## src/rtl/servo_slew_ctrl_if.sv

```systemverilog
// servo_slew_ctrl_if: command handshake, frame tick and duty/status bundle for the servo slew stage
interface servo_slew_ctrl_if #(parameter int W = 19);
  logic         frame_tick;
  logic         cmd_valid;
  logic [W-1:0] cmd_pw;
  logic         cmd_ready;
  logic [W-1:0] duty;
  logic         busy;
  logic         at_target;
  logic         clamped;
  modport master (output frame_tick, cmd_valid, cmd_pw, input cmd_ready, duty, busy, at_target, clamped);
  modport slave (input frame_tick, cmd_valid, cmd_pw, output cmd_ready, duty, busy, at_target, clamped);
endinterface

```

## src/rtl/servo_slew_ctrl.sv

```systemverilog
// servo_slew_ctrl: frame-aligned slew-limited servo position with clamp, hold and release
module servo_slew_ctrl #(
  parameter int W           = 19,
  parameter int MIN_PW      = 25000,
  parameter int MAX_PW      = 50000,
  parameter int CENTER_PW   = 37500,
  parameter int STEP        = 250,
  parameter int HOLD_FRAMES = 100
) (
  input logic clk,
  input logic rst,
  servo_slew_ctrl_if.slave bus
);
  localparam int HW = $clog2(HOLD_FRAMES + 1);
  localparam logic [W-1:0] MIN_V = W'(MIN_PW);
  localparam logic [W-1:0] MAX_V = W'(MAX_PW);
  localparam logic [W-1:0] CEN_V = W'(CENTER_PW);
  localparam logic [W-1:0] STEP_V = W'(STEP);
  localparam logic signed [W:0] STEP_S = (W+1)'(STEP);
  localparam logic [HW-1:0] HOLD_LAST = HW'(HOLD_FRAMES - 1);
  typedef enum logic [1:0] {IDLE, RAMP, HOLD} state_t;
  state_t state, state_n;
  logic [W-1:0] cur, tgt, nxt_cur, duty;
  logic [HW-1:0] hold_cnt;
  logic signed [W:0] diff;
  logic accept, at_target, clamped;
  assign diff = $signed({1'b0, tgt}) - $signed({1'b0, cur});
  assign nxt_cur = diff > STEP_S ? cur + STEP_V : diff < -STEP_S ? cur - STEP_V : tgt;
  assign bus.cmd_ready = !rst && state != RAMP;
  assign accept = bus.cmd_valid && bus.cmd_ready;
  assign bus.duty = duty;
  assign bus.busy = state != IDLE;
  assign bus.at_target = at_target;
  assign bus.clamped = clamped;
  // next state: an accept always wins over a coincident frame tick
  always_comb begin
    state_n = accept ? RAMP
            : !bus.frame_tick ? state
            : (state == RAMP && nxt_cur == tgt) ? HOLD
            : (state == HOLD && hold_cnt == HOLD_LAST) ? IDLE
            : state;
  end
  // state register
  always_ff @(posedge clk) begin
    if (rst) state <= IDLE;
    else state <= state_n;
  end
  // datapath: latch clamped target on accept, otherwise step or count on frame ticks
  always_ff @(posedge clk) begin
    if (rst) begin
      duty <= '0;
      cur <= CEN_V;
      tgt <= CEN_V;
      hold_cnt <= '0;
      at_target <= 1'b0;
      clamped <= 1'b0;
    end else begin
      at_target <= 1'b0;
      if (accept) begin
        tgt <= bus.cmd_pw < MIN_V ? MIN_V : bus.cmd_pw > MAX_V ? MAX_V : bus.cmd_pw;
        clamped <= bus.cmd_pw < MIN_V || bus.cmd_pw > MAX_V;
      end else if (bus.frame_tick && state == RAMP) begin
        cur <= nxt_cur;
        duty <= nxt_cur;
        if (nxt_cur == tgt) begin
          at_target <= 1'b1;
          hold_cnt <= '0;
        end
      end else if (bus.frame_tick && state == HOLD) begin
        duty <= hold_cnt == HOLD_LAST ? '0 : duty;
        hold_cnt <= hold_cnt == HOLD_LAST ? '0 : hold_cnt + 1'b1;
      end
    end
  end
endmodule
```

## src/flat_wrapper.sv

```systemverilog
// flat-port wrapper written by rule: the top's interface ports become plain ports
module servo_slew_ctrl_flat 
#(
  parameter int W           = 19,
  parameter int MIN_PW      = 25000,
  parameter int MAX_PW      = 50000,
  parameter int CENTER_PW   = 37500,
  parameter int STEP        = 250,
  parameter int HOLD_FRAMES = 100
)
  (clk, rst, bus_frame_tick, bus_cmd_valid, bus_cmd_pw, bus_cmd_ready, bus_duty, bus_busy, bus_at_target, bus_clamped);
  servo_slew_ctrl_if #(.W(W)) bus_i ();
  input logic clk;
  input logic rst;
  input wire logic [$bits(bus_i.frame_tick)-1:0] bus_frame_tick;
  input wire logic [$bits(bus_i.cmd_valid)-1:0] bus_cmd_valid;
  input wire logic [$bits(bus_i.cmd_pw)-1:0] bus_cmd_pw;
  output wire logic [$bits(bus_i.cmd_ready)-1:0] bus_cmd_ready;
  output wire logic [$bits(bus_i.duty)-1:0] bus_duty;
  output wire logic [$bits(bus_i.busy)-1:0] bus_busy;
  output wire logic [$bits(bus_i.at_target)-1:0] bus_at_target;
  output wire logic [$bits(bus_i.clamped)-1:0] bus_clamped;
  assign bus_i.frame_tick = bus_frame_tick;
  assign bus_i.cmd_valid = bus_cmd_valid;
  assign bus_i.cmd_pw = bus_cmd_pw;
  assign bus_cmd_ready = bus_i.cmd_ready;
  assign bus_duty = bus_i.duty;
  assign bus_busy = bus_i.busy;
  assign bus_at_target = bus_i.at_target;
  assign bus_clamped = bus_i.clamped;
  servo_slew_ctrl #(.W(W), .MIN_PW(MIN_PW), .MAX_PW(MAX_PW), .CENTER_PW(CENTER_PW), .STEP(STEP), .HOLD_FRAMES(HOLD_FRAMES)) u_core (.clk(clk), .rst(rst), .bus(bus_i));
endmodule
```

## config.mk

```make
export PLATFORM = sky130hd
export DESIGN_NAME = servo_slew_ctrl_flat
export DESIGN_NICKNAME = d
export VERILOG_FILES = /design/src/rtl/servo_slew_ctrl_if.sv /design/src/rtl/servo_slew_ctrl.sv /design/src/flat_wrapper.sv
export SDC_FILE = /design/constraint.sdc
export NUM_CORES = 1
export LEC_CHECK = 0
export BUFFER_PORTS_ARGS = -buffer_cell sky130_fd_sc_hd__buf_2
export CAP_MARGIN = 20
export CORE_ASPECT_RATIO = 0.75
export CORE_UTILIZATION = 31
export CTS_CLUSTER_SIZE = 24
export DETAILED_ROUTE_END_ITERATION = 12
export HOLD_SLACK_MARGIN = 0.08
export PLACE_DENSITY_LB_ADDON = 0.25
export SYNTH_ARGS = -nofsm -noshare
export SYNTH_HDL_FRONTEND = slang
export SYNTH_SLANG_ARGS = --single-unit
```

## constraint.sdc

```tcl
create_clock -name clk -period 6.7 [get_ports clk]
set_input_delay 0.335 -clock clk [delete_from_list [all_inputs] [get_ports clk]]
set_output_delay 0.335 -clock clk [all_outputs]
set_load 0.005 [all_outputs]
```

==> metrics.md, run 1 <==
| Metric | Value |
|---|---|
| Diode count | `0` |
| Cell variety after synth | `101` |
| Site Rows | `43` |
| CORE AREA | `0.0185 mm²` |
| Hpwl dp | `14000 µm` |
| Switching fraction of total power | `41.7%` |
| DRC viols | `0` |
| Top cell type by total area after synthesis | `dfxtp_1` |
| Comb pwr share | `44.5%` |
| Post-synth EDFFs | `0` |
| Leak | `2.35 nW` |
| Avg Cell Area, Syn | `7.81 µm²` |
| Status | `completed` |
| Skew final | `11.6 ps` |
| Total gr overflow | `0` |
| Top Ports | `46` |
| CP max stage delay | `between 600 and 700 ps` |
| Most used cell, CP | `o211ai_1` |
| Hold_buf cts | `0` |
| Final WL | `around 18000 µm` |
| Synth top area cells | `dfxtp_1 (23%), a21oi_1 (7.0%), xnor2_1 (5.4%)` |
| FF-to-FF setup slack | `roughly 1600 ps` |
| PortBufs | `45` |
| Synth Register Bits | `68` |
| Top cell type's share of synthesized area | `23.3%` |
| First-pass GRT wire length | `a little under 30000 µm` |
| Die height | `121 µm` |
| Power Density | `roughly 280 mW/mm²` |
| Setup ws final | `about 1600 ps` |
| Clock Tree Buf Depth | `2` |
| WL/cell | `18.0 µm` |
| Internal Pwr Total | `1.03 mW` |
| Worst Tran Pin Value | `approximately 970 ps` |
| Pwr Total | `~1.8 mW` |
| Clock sink count | `slightly below 70` |
| Vias in the first global route | `5090` |
| 1st-iter DRT viols | `599` |
| Post-synthesis to final-layout area growth | `9.87%` |
| Hold path startpoint | `bus_cmd_pw[12]` |
| Pins over their slew limit | `0` |
| R2R depth | `15` |
| List of most frequent post-synthesis cells | `a21oi_1 (81), nand2_1 (73), dfxtp_1 (68)` |
| DP Cell Count | `1001` |
| Max Clk Rate | `approximately 200 MHz` |
| Net Sw Power | `0.737 mW` |
| Initial antenna violation count | `0` |
| Post-Place Setup Slack | `~1800 ps` |
| Sequential share of power | `27.3%` |
| CTS tree | `built` |
| Post-CTS setup buffers | `0` |
| H-tree Lvls | `3` |
| Hold WC Path Type | `in2reg` |
| Ys async rst share | `0%` |
| GRT Overall Usage | `19.1%` |
| Reg-to-Reg Start | `u_core.cur[4]` |
| Mapped Area | `0.00583 mm²` |
| Post-CTS sizing | `0` |
| Minimum clock period | `5080 ps` |
| Clk pwr share | `~28%` |
| Cell area after layout | `0.00641 mm²` |
| Sequential cell area | `about 0.0014 mm²` |
| Core Util, Final | `34.7%` |
| Layout cells sized above 1 | `15.2%` |
| CP cell instances | `inv_1, ha_1, o211ai_1, o21ai_1, a211o_1, o211ai_1, xnor2_1, or2_2, o31a_2, a221oi_1, o21ai_0, nor4bb_1, and4b_4, a21oi_4, a31o_1` |
| Most numerous cell in the Yosys netlist | `a21oi_1` |
| Final hold violation count | `0` |
| Max-slew headroom | `34.8%` |
| VDD IR-drop max | `between 0.1 and 0.15 mV` |
| CTS buffer count | `9` |
| Worst Path Class, Setup | `reg2reg` |
| RSZ-0062 raised after global routing | `no` |
| Antenna-violating nets left | `0` |
| Buffers & Inverters on Critical Path | `1` |
| Critical Path RT | `6940 ps` |
| Register area share after synthesis | `23.3%` |
| Root Buffer | `clkbuf_16` |
| Clk Latency, worst-skew pair | `around 350 ps` |
| Syn Nets | `793` |
| Max Cap Viol | `0` |
| Reg-to-reg critical path endpoint | `u_core.hold_cnt[3]` |
| Post-Layout Cell Count | `between 1000 and 1500` |
| Final setup TNS | `0 ps` |
| Detailed Routing Iterations Pass 1 | `5` |
| Placed Area | `~0.0061 mm²` |
| Via count | `5777` |
| NumNets Final | `between 800 and 900` |
| CP endpoint kind | `flop` |
| Worst-path maximum fanout | `24` |
| Final GP Congestion | `0.941` |
| Final Cycle Share | `75.9%` |
| Setup violators final | `0` |
| Pin count of the biggest net entering global routing | `59` |
| CP max-delay cell | `dfxtp_1` |
| Hold Path End | `u_core.tgt[12]` |
| Die X | `160 µm` |
| Footprint of the multi-input gates | `0.00406 mm²` |
| Hold path depth | `3` |
| Primary FF master, synth | `dfxtp_1` |
| Worst path top cell family by delay | `compound AO/OA/AOI/OAI gates` |
| Layout fillers | `1972` |
| CTS clk-pin slew, worst paths | `70 ps` |
| Die Footprint | `0.0194 mm²` |
| Crit path arrival time | `5320 ps` |
| Post-synthesis cell count | `747` |
| Yosys warnings | `0` |
| DR vias/cell | `5.68` |
| Initial Utilization | `about a third` |
| Hold WS | `190 ps` |
| Startpoint types | `flop` |
power groups by stage:
stage | registers, mW | clock network, mW | logic, mW
6_report | 0.483 | 0.498 | 0.787
5_1_grt | 0.488 | 0.529 | 0.860
4_1_cts | 0.482 | 0.506 | 0.771
3_5_place_dp | 0.491 | 0 | 0.766
3_3_place_gp | 0.491 | 0 | 0.774
2_1_floorplan | 0.465 | 0 | 0.623
sequential cells by signal (all words and copies together), names as in the netlist:
name / flops
u_core.bus.at_target: 1
u_core.hold_cnt: 7
u_core.bus.duty: 19
u_core.tgt: 19
u_core.cur: 19
u_core.bus.clamped: 1
u_core.state: 2
logic make-up (layout without fill, tap and decap cells):
logic type | Yosys count | in the layout | synth area share (%)
AND/OR/NAND/NOR | 273 | 273 | 25.5
AO/OA/AOI/OAI | 260 | 260 | 31.3
buffers and inverters | 73 | 96 | 7.08
flip-flops | 68 | 68 | 23.3
XOR/XNOR | 46 | 46 | 6.91
adder cells (fa/ha/maj) | 23 | 23 | 5.06
multiplexers | 4 | 4 | 0.794
cells in the final DEF (no fill, tap or decap), drive strengths merged, types with 4 or more instances in the layout:
cell / Yosys / final
or2b: 5 / 5
nand3: 23 / 23
inv: 31 / 35
nor4: 5 / 5
and4: 6 / 6
ha: 22 / 22
a221oi: 13 / 13
xnor2: 36 / 36
a2111oi: 4 / 4
a211o: 6 / 6
xor2: 10 / 10
o21bai: 4 / 4
o31ai: 4 / 4
nor2: 52 / 52
nor3b: 4 / 4
a21oi: 87 / 87
a31oi: 7 / 7
clkbuf: 25 / 9
or3: 8 / 8
o211ai: 16 / 16
o21a: 5 / 5
nor3: 26 / 26
and3: 10 / 10
buf: 16 / 49
nand3b: 8 / 8
nand2b: 4 / 4
or2: 6 / 6
dfxtp: 68 / 68
a21o: 6 / 6
or4: 4 / 4
o21ai: 50 / 50
a31o: 8 / 8
a22o: 7 / 7
a211oi: 9 / 9
nand4: 11 / 11
and2: 13 / 13
nand2: 75 / 75
nand4b: 5 / 5
worst max-delay path by stage:
stage,slack [ps],cells after the start,endpoint,from
after detailed placement,1760,15,u_core.hold_cnt[1],u_core.cur[4]
after global placement,1790,15,u_core.hold_cnt[6],u_core.cur[1]
after global routing,1330,15,u_core.hold_cnt[1],u_core.cur[4]
after CTS,1740,15,u_core.hold_cnt[1],u_core.cur[4]
final,1620,15,u_core.hold_cnt[3],u_core.cur[4]
after floorplan,2640,18,u_core.hold_cnt[2],u_core.cur[4]
layer usage:
layer / GRT usage (%) / vias up / wire (µm)
met5: 0 / - / 0
met1: 28.7 / 2682 / 8960
li1: - / 2826 / -
met3: 4.53 / 22 / 1820
met4: 4.17 / 0 / 171
met2: 27.0 / 247 / 7380
worst register-to-register path, cell delays in order (launching register included):
cell,delay [ps]
dfxtp_1,670
inv_1,180
ha_1,510
o211ai_1,170
o21ai_1,370
a211o_1,210
o211ai_1,110
xnor2_1,340
or2_2,250
o31a_2,520
a221oi_1,170
o21ai_0,310
nor4bb_1,440
and4b_4,360
a21oi_4,100
a31o_1,250
area by class of cell:
| type | instances | area share, % |
|---|---|---|
| clock inverters | 7 | 1.29 |
| flip-flops and latches | 68 | 21.2 |
| well taps | 247 | 4.82 |
| clock buffers | 9 | 3.51 |
| repair buffers | 49 | 3.98 |
| multi-input cells | 606 | 63.3 |
| inverters | 31 | 1.82 |
Power figures use the tool's default switching activity.
==> run 2: changes to the inputs <==
Settings changed: ABC_AREA from default to 1.
Clock period 6.7 ns to 4.4 ns, I/O delays scaled along.
==> metrics.md, run 2 <==
| Metric | Value |
|---|---|
| Status | `completed` |
| Yosys warnings | `0` |
| Skew final | `roughly 9.7 ps` |
| Leak | `3.34 nW` |
| Most common cell after layout, fill and taps aside | `nand2_1` |
| Vias in the first global route | `5357` |
| Cell variety after synth | `42` |
| Final Cycle Share | `between 90 and 100%` |
| Mapped Area | `0.00569 mm²` |
| Ys async rst share | `0%` |
| FF-to-FF setup slack | `400 ps` |
| Hold WC Path Type | `in2reg` |
| Max Cap Viol | `0` |
| Final hold violation count | `0` |
| Worst Tran Pin Value | `711 ps` |
| Main combinational cell family by area after synthesis | `simple AND/OR/NAND/NOR gates` |
| Die height | `119 µm` |
| Max-slew headroom | `52.5%` |
| Placed Area | `0.00620 mm²` |
| Crit path arrival time | `4190 ps` |
| Post-synthesis mux area share | `0%` |
| NumNets Final | `1053` |
| Pins over their slew limit | `0` |
| Startpoint types | `flop` |
| CTS buffer count | `9` |
| Setup violators final | `0` |
| Hold path startpoint | `bus_cmd_pw[2]` |
| Final WL | `18300 µm` |
| Worst Path Class, Setup | `reg2reg` |
| Minimum clock period | `4000 ps` |
| Worst-path maximum fanout | `22` |
| Power Density | `423 mW/mm²` |
| Largest regs | `u_core.bus.duty x19, u_core.cur x19, u_core.tgt x19` |
| Final GP Congestion | `0.922` |
| Hold path depth | `3` |
| DR vias/cell | `4.91` |
| Post-Layout Cell Count | `1254` |
| Compound-Gate Fraction of Synth Area | `11.8%` |
| Core Util, Final | `36.4%` |
| Critical Path RT | `about 4600 ps` |
| Via count | `6154` |
| Post-CTS setup buffers | `0` |
| GRT Overall Usage | `19.8%` |
| Clock Tree Buf Depth | `2` |
| Die Footprint | `0.0189 mm²` |
| Die X | `158 µm` |
| CP endpoint kind | `flop` |
| Syn Nets | `1006` |
| List of most frequent post-synthesis cells | `nand2_1 (306), inv_1 (134), nand3_1 (104)` |
| Clock sink count | `68` |
| Post-synthesis to final-layout area growth | `14.1%` |
| Layout cells sized above 1 | `10.7%` |
| 1st-iter DRT viols | `521` |
| CTS tree | `built` |
| Synth top area cells | `dfxtp_1 (24%), nand2_1 (20%), nand3_1 (9.2%)` |
| Register area share after synthesis | `23.9%` |
| H-tree Lvls | `3` |
| Root Buffer | `clkbuf_16` |
| Top Ports | `46` |
| DP Cell Count | `between 1000 and 1500` |
| CTS clk-pin slew, worst paths | `~60 ps` |
| Antenna-violating nets left | `0` |
| CORE AREA | `0.0178 mm²` |
| Post-Synth Simple-Gate Area | `43.1%` |
| Detailed Routing Iterations Pass 1 | `8` |
| Top cell type's share of synthesized area | `23.9%` |
| Reg-to-reg critical path endpoint | `u_core.hold_cnt[1]` |
| Top cell type by total area after synthesis | `dfxtp_1` |
| Pin count of the biggest net entering global routing | `between 40 and 50` |
| Initial antenna violation count | `1` |
| PortBufs | `between 40 and 50` |
| VDD IR-drop max | `between 0.15 and 0.2 mV` |
| Cell area after layout | `0.00649 mm²` |
| Clk Latency, worst-skew pair | `around 340 ps` |
| Avg Cell Area, Syn | `a little under 6 µm²` |
| Site Rows | `42` |
| Post-synthesis cell count | `960` |
| Max Clk Rate | `250 MHz` |
| Hold Path End | `u_core.tgt[2]` |
| Pwr Total | `roughly 2.7 mW` |
| DRC viols | `0` |
| Hold_buf cts | `0` |
| Post-synth EDFFs | `0` |
| RSZ-0062 raised after global routing | `no` |
| Final setup TNS | `0 ps` |
| Commonest cells after routing, fill and taps aside | `nand2_1 (305), inv_1 (134), nand3_1 (104), nor2_1 (73), dfxtp_1 (68)` |
| Adder-cell area share of the yosys netlist | `5.19%` |
| WL/cell | `14.6 µm` |
| XOR/XNOR Fraction of Synth Area | `4.62%` |
| R2R depth | `24` |
| Diode count | `0` |
| Reg-to-Reg Start | `u_core.tgt[0]` |
| Hpwl dp | `14800 µm` |
| Total gr overflow | `0` |
| Initial Utilization | `31.9%` |
| Primary FF master, synth | `dfxtp_1` |
| First-pass GRT wire length | `about 29000 µm` |
| Most numerous cell in the Yosys netlist | `nand2_1` |
| Synth Register Bits | `68` |
-- run 2: cell count changes after synthesis, sizes merged, moves of 11 or more --
| cell | change |
|---|---|
| nand4 | +11 |
| xor2 | +18 |
| o21ai | -21 |
| nand2 | +243 |
| a21oi | -18 |
| inv | +108 |
| and2 | -13 |
| nand3 | +85 |
| a221oi | -13 |
| nor2 | +27 |
| nor3 | -16 |
| xnor2 | -34 |
| clkbuf | -13 |
-- run 2: cell type report --
cell class / instances / area (µm²)
Inverter: 141 / 529
Clock inverter: 6 / 47.5
Clock buffer: 10 / 239
Multi-Input combinational cell: 729 / 3690
Sequential cell: 68 / 1360
Timing Repair Buffer: 58 / 323
Fill cell: 1956 / 11300
Tap cell: 242 / 303
-- run 2: metrics by stage --
stage / hold slack, ps / setup slack (ps)
6_report: 98.1 / 405
5_1_grt: 132 / 5.11
4_1_cts: 96.1 / 382
3_5_place_dp: 445 / 384
3_3_place_gp: 444 / 407
2_1_floorplan: 323 / 1240
-- run 2: how the worst max path moves through the flow --
stage / end / slack [ps] / start / cells after the start
after detailed placement: u_core.hold_cnt[4] / 380 / u_core.cur[4] / 25
final: u_core.hold_cnt[1] / 400 / u_core.tgt[0] / 24
after global placement: u_core.hold_cnt[0] / 410 / u_core.cur[4] / 25
after CTS: u_core.hold_cnt[4] / 380 / u_core.cur[4] / 25
after floorplan: u_core.hold_cnt[0] / 1240 / u_core.cur[13] / 26
after global routing: u_core.hold_cnt[4] / 5 / u_core.tgt[0] / 27
-- run 2: cell families (layout without fill, tap and decap cells) --
family	Yosys count	in the layout
xor gates and xnor gates	30	30
AOI/OAI and AO/OA	120	120
buffers and inverters	163	215
DFF	68	68
adders and majority gates	23	23
and+or+nand+nor	556	556
-- run 2: repair_timing --
item | CTS | global route
hold endpoints to repair | 0 | 0
resized for setup | 0 | 1
endpoints found under the setup margin | 0 | 10
-- run 2: worst max-delay path, stage by stage (launching register included) --
cell and delay, ps:
dfxtp_1 320, inv_1 100, ha_1 190, inv_1 90, fa_1 490, nand2_1 140
nand2_2 90, nand3_1 120, nand2_2 110, xor2_1 170, nand3b_1 160, nor2_1 220
nand4_1 190, nand2_2 270, nand2_4 210, nand2_1 130, nand2_1 80, a21oi_2 140
nand3_1 70, nor2_1 120, nand3_1 130, nand2_2 100, nand2_4 80, nand2_1 70
a21oi_1 50
-- run 2: metal layers --
metal	wire length (µm)	global-route usage (%)	up-vias	part of all wire (%)
met2	7100	27.6	191	39
met1	9700	30.9	2760	53
met3	1380	3.97	15	7.5
met5	0	0	-	0
met4	117	3.00	0	0.64
li1	-	-	3188	-
-- run 2: power breakdown --
part	switching (mW)	internal, mW
Clock	0.296	0.400
Sequential	0.0459	0.661
Combinational	0.904	0.436
==> run 3: changes to the inputs <==
Settings changed: ABC_AREA 1 to default.
==> metrics.md, run 3 (synthesis results as in run 1) <==
| Metric | Value |
|---|---|
| Pins over their slew limit | `0` |
| DR vias/cell | `roughly 5.6` |
| Clk Latency, worst-skew pair | `340 ps` |
| Total gr overflow | `0` |
| Die X | `160 µm` |
| Via count | `6095` |
| DP Cell Count | `1068` |
| Skew final | `10.5 ps` |
| Crit path arrival time | `4440 ps` |
| Buffers & Inverters on Critical Path | `4` |
| Status | `completed` |
| Startpoint types | `flop` |
| Post-Place Setup Slack | `between 100 and 150 ps` |
| Footprint of the multi-input gates | `0.00416 mm²` |
| Sequential cell area | `0.00136 mm²` |
| Post-synthesis to final-layout area growth | `20.8%` |
| Power Density | `411 mW/mm²` |
| Antenna-violating nets left | `0` |
| Vias in the first global route | `~5500` |
| Final Cycle Share | `96.5%` |
| Worst setup path endpoint | `u_core.state[1]` |
| First-pass GRT wire length | `30900 µm` |
| Initial Utilization | `31.6%` |
| Worst Tran Pin Value | `964 ps` |
| CP max stage delay | `410 ps` |
| Setup violators final | `0` |
| Leak | `2.72 nW` |
| Layout fillers | `1940` |
| Hold path startpoint | `bus_cmd_pw[10]` |
| Largest regs | `u_core.bus.duty x19, u_core.cur x19, u_core.tgt x19` |
| Placed Area | `0.00660 mm²` |
| NumNets Final | `881` |
| Die height | `121 µm` |
| CTS buffer count | `9` |
| Setup ws final | `154 ps` |
| WL/cell | `about 18 µm` |
| Layout cells sized above 1 | `23.5%` |
| Die Footprint | `0.0194 mm²` |
| Critical Path RT | `4600 ps` |
| VDD IR-drop max | `0.155 mV` |
| Max-slew headroom | `35.3%` |
| Reg-to-reg critical path endpoint | `u_core.state[1]` |
| Cell area after layout | `approximately 0.0070 mm²` |
| CTS clk-pin slew, worst paths | `60 ps` |
| Pin count of the biggest net entering global routing | `58` |
| Diode count | `0` |
| 1st-iter DRT viols | `642` |
| Root Buffer | `clkbuf_16` |
| Initial antenna violation count | `0` |
| CP max-delay cell | `a2111o_1` |
| GRT Overall Usage | `20.4%` |
| DRC viols | `0` |
| Final GP Congestion | `approximately 0.95` |
| Clock Tree Buf Depth | `2` |
| FF-to-FF setup slack | `roughly 150 ps` |
| Core Util, Final | `38.2%` |
| Commonest cells after routing, fill and taps aside | `a21oi_1 (80), nand2_1 (73), buf_4 (72), dfxtp_1 (68), nor2_1 (51)` |
| Critical path origin | `u_core.tgt[0]` |
| Final hold violation count | `0` |
| Worst Path Class, Setup | `reg2reg` |
| Most common cell after layout, fill and taps aside | `a21oi_1` |
| R2R depth | `18` |
| Worst-path maximum fanout | `14` |
| Post-Layout Cell Count | `1086` |
| Hold WC Path Type | `in2reg` |
| Final WL | `19600 µm` |
| Crit path depth | `18` |
| CP endpoint kind | `flop` |
| Site Rows | `43` |
| Hpwl dp | `15400 µm` |
| Reg-to-Reg Start | `u_core.tgt[0]` |
| PortBufs | `45` |
| Minimum clock period | `4250 ps` |
| Max Clk Rate | `235 MHz` |
| CORE AREA | `roughly 0.018 mm²` |
| CTS tree | `built` |
| H-tree Lvls | `3` |
| Clock sink count | `roughly 70` |
| Worst path top cell family by delay | `compound AO/OA/AOI/OAI gates` |
| Max Cap Viol | `0` |
| Top Ports | `between 40 and 50` |
| CP cell instances | `inv_1, ha_1, inv_1, fa_2, a211oi_4, o21ai_4, a211oi_2, xnor2_1, a2111o_1, o31a_4, buf_4, a221oi_2, o21ai_0, nor4bb_2, and4b_4, buf_4, a31oi_1, nor3_1` |
| Detailed Routing Iterations Pass 1 | `6` |
-- run 3: changes by cell type in the layout (fill, tap and decap cells not counted), moves of 11 or more --
| cell | delta |
|---|---|
| nor2_1 | -22 |
| a21oi_1 | +13 |
| inv_1 | -103 |
| o21ai_0 | +20 |
| xnor2_1 | +33 |
| buf_4 | +59 |
| nand3_1 | -82 |
| nand2_1 | -232 |
| nor3_1 | +15 |
| nand4_1 | -11 |
| xor2_1 | -18 |
-- run 3: layout make-up --
type	instances	area share, %
inverters	31	1.65
repair buffers	119	11.2
clock inverters	6	1.28
well taps	247	4.39
flip-flops and latches	68	19.3
clock buffers	9	3.20
multi-input cells	606	59.0
-- run 3: routing by layer --
layer / routed length [µm] / global-route usage (%)
met1: 10000 / 30.4
met2: 7620 / 27.8
met3: 1660 / 6.04
met4: 284 / 4.70
met5: 0 / 0
-- run 3: power by group --
| part | internal [mW] | switching [mW] |
|---|---|---|
| registers | 0.660 | 0.0319 |
| logic | 0.588 | 0.838 |
| clock network | 0.494 | 0.284 |
| total | 1.74 | 1.15 |
-- run 3: stage by stage --
step / hold slack (ps) / power [mW] / TNS [ps]
finish: 112 / 2.89 / 0
CTS: 107 / 2.81 / 0
detailed placement: 422 / 2.03 / 0
global placement: 423 / 2.04 / 0
floorplan: 319 / 1.66 / 0
global route: 102 / 3.06 / -144
-- run 3: what timing repair did --
item                                    CTS  global route
hold buffers                              2             0
gates resized for setup                   0            19
hold endpoints to repair                  2             0
endpoints found under the setup margin    0            10
buffers inserted                          0             1
-- run 3: worst min-delay path by stage --
stage	to	slack, ps	cells after the start
final	u_core.tgt[10]	110	2
after global routing	u_core.tgt[10]	100	2
after CTS	u_core.tgt[10]	110	2
after detailed placement	u_core.tgt[12]	420	3
after global placement	u_core.tgt[12]	420	3
after floorplan	u_core.tgt[12]	320	2
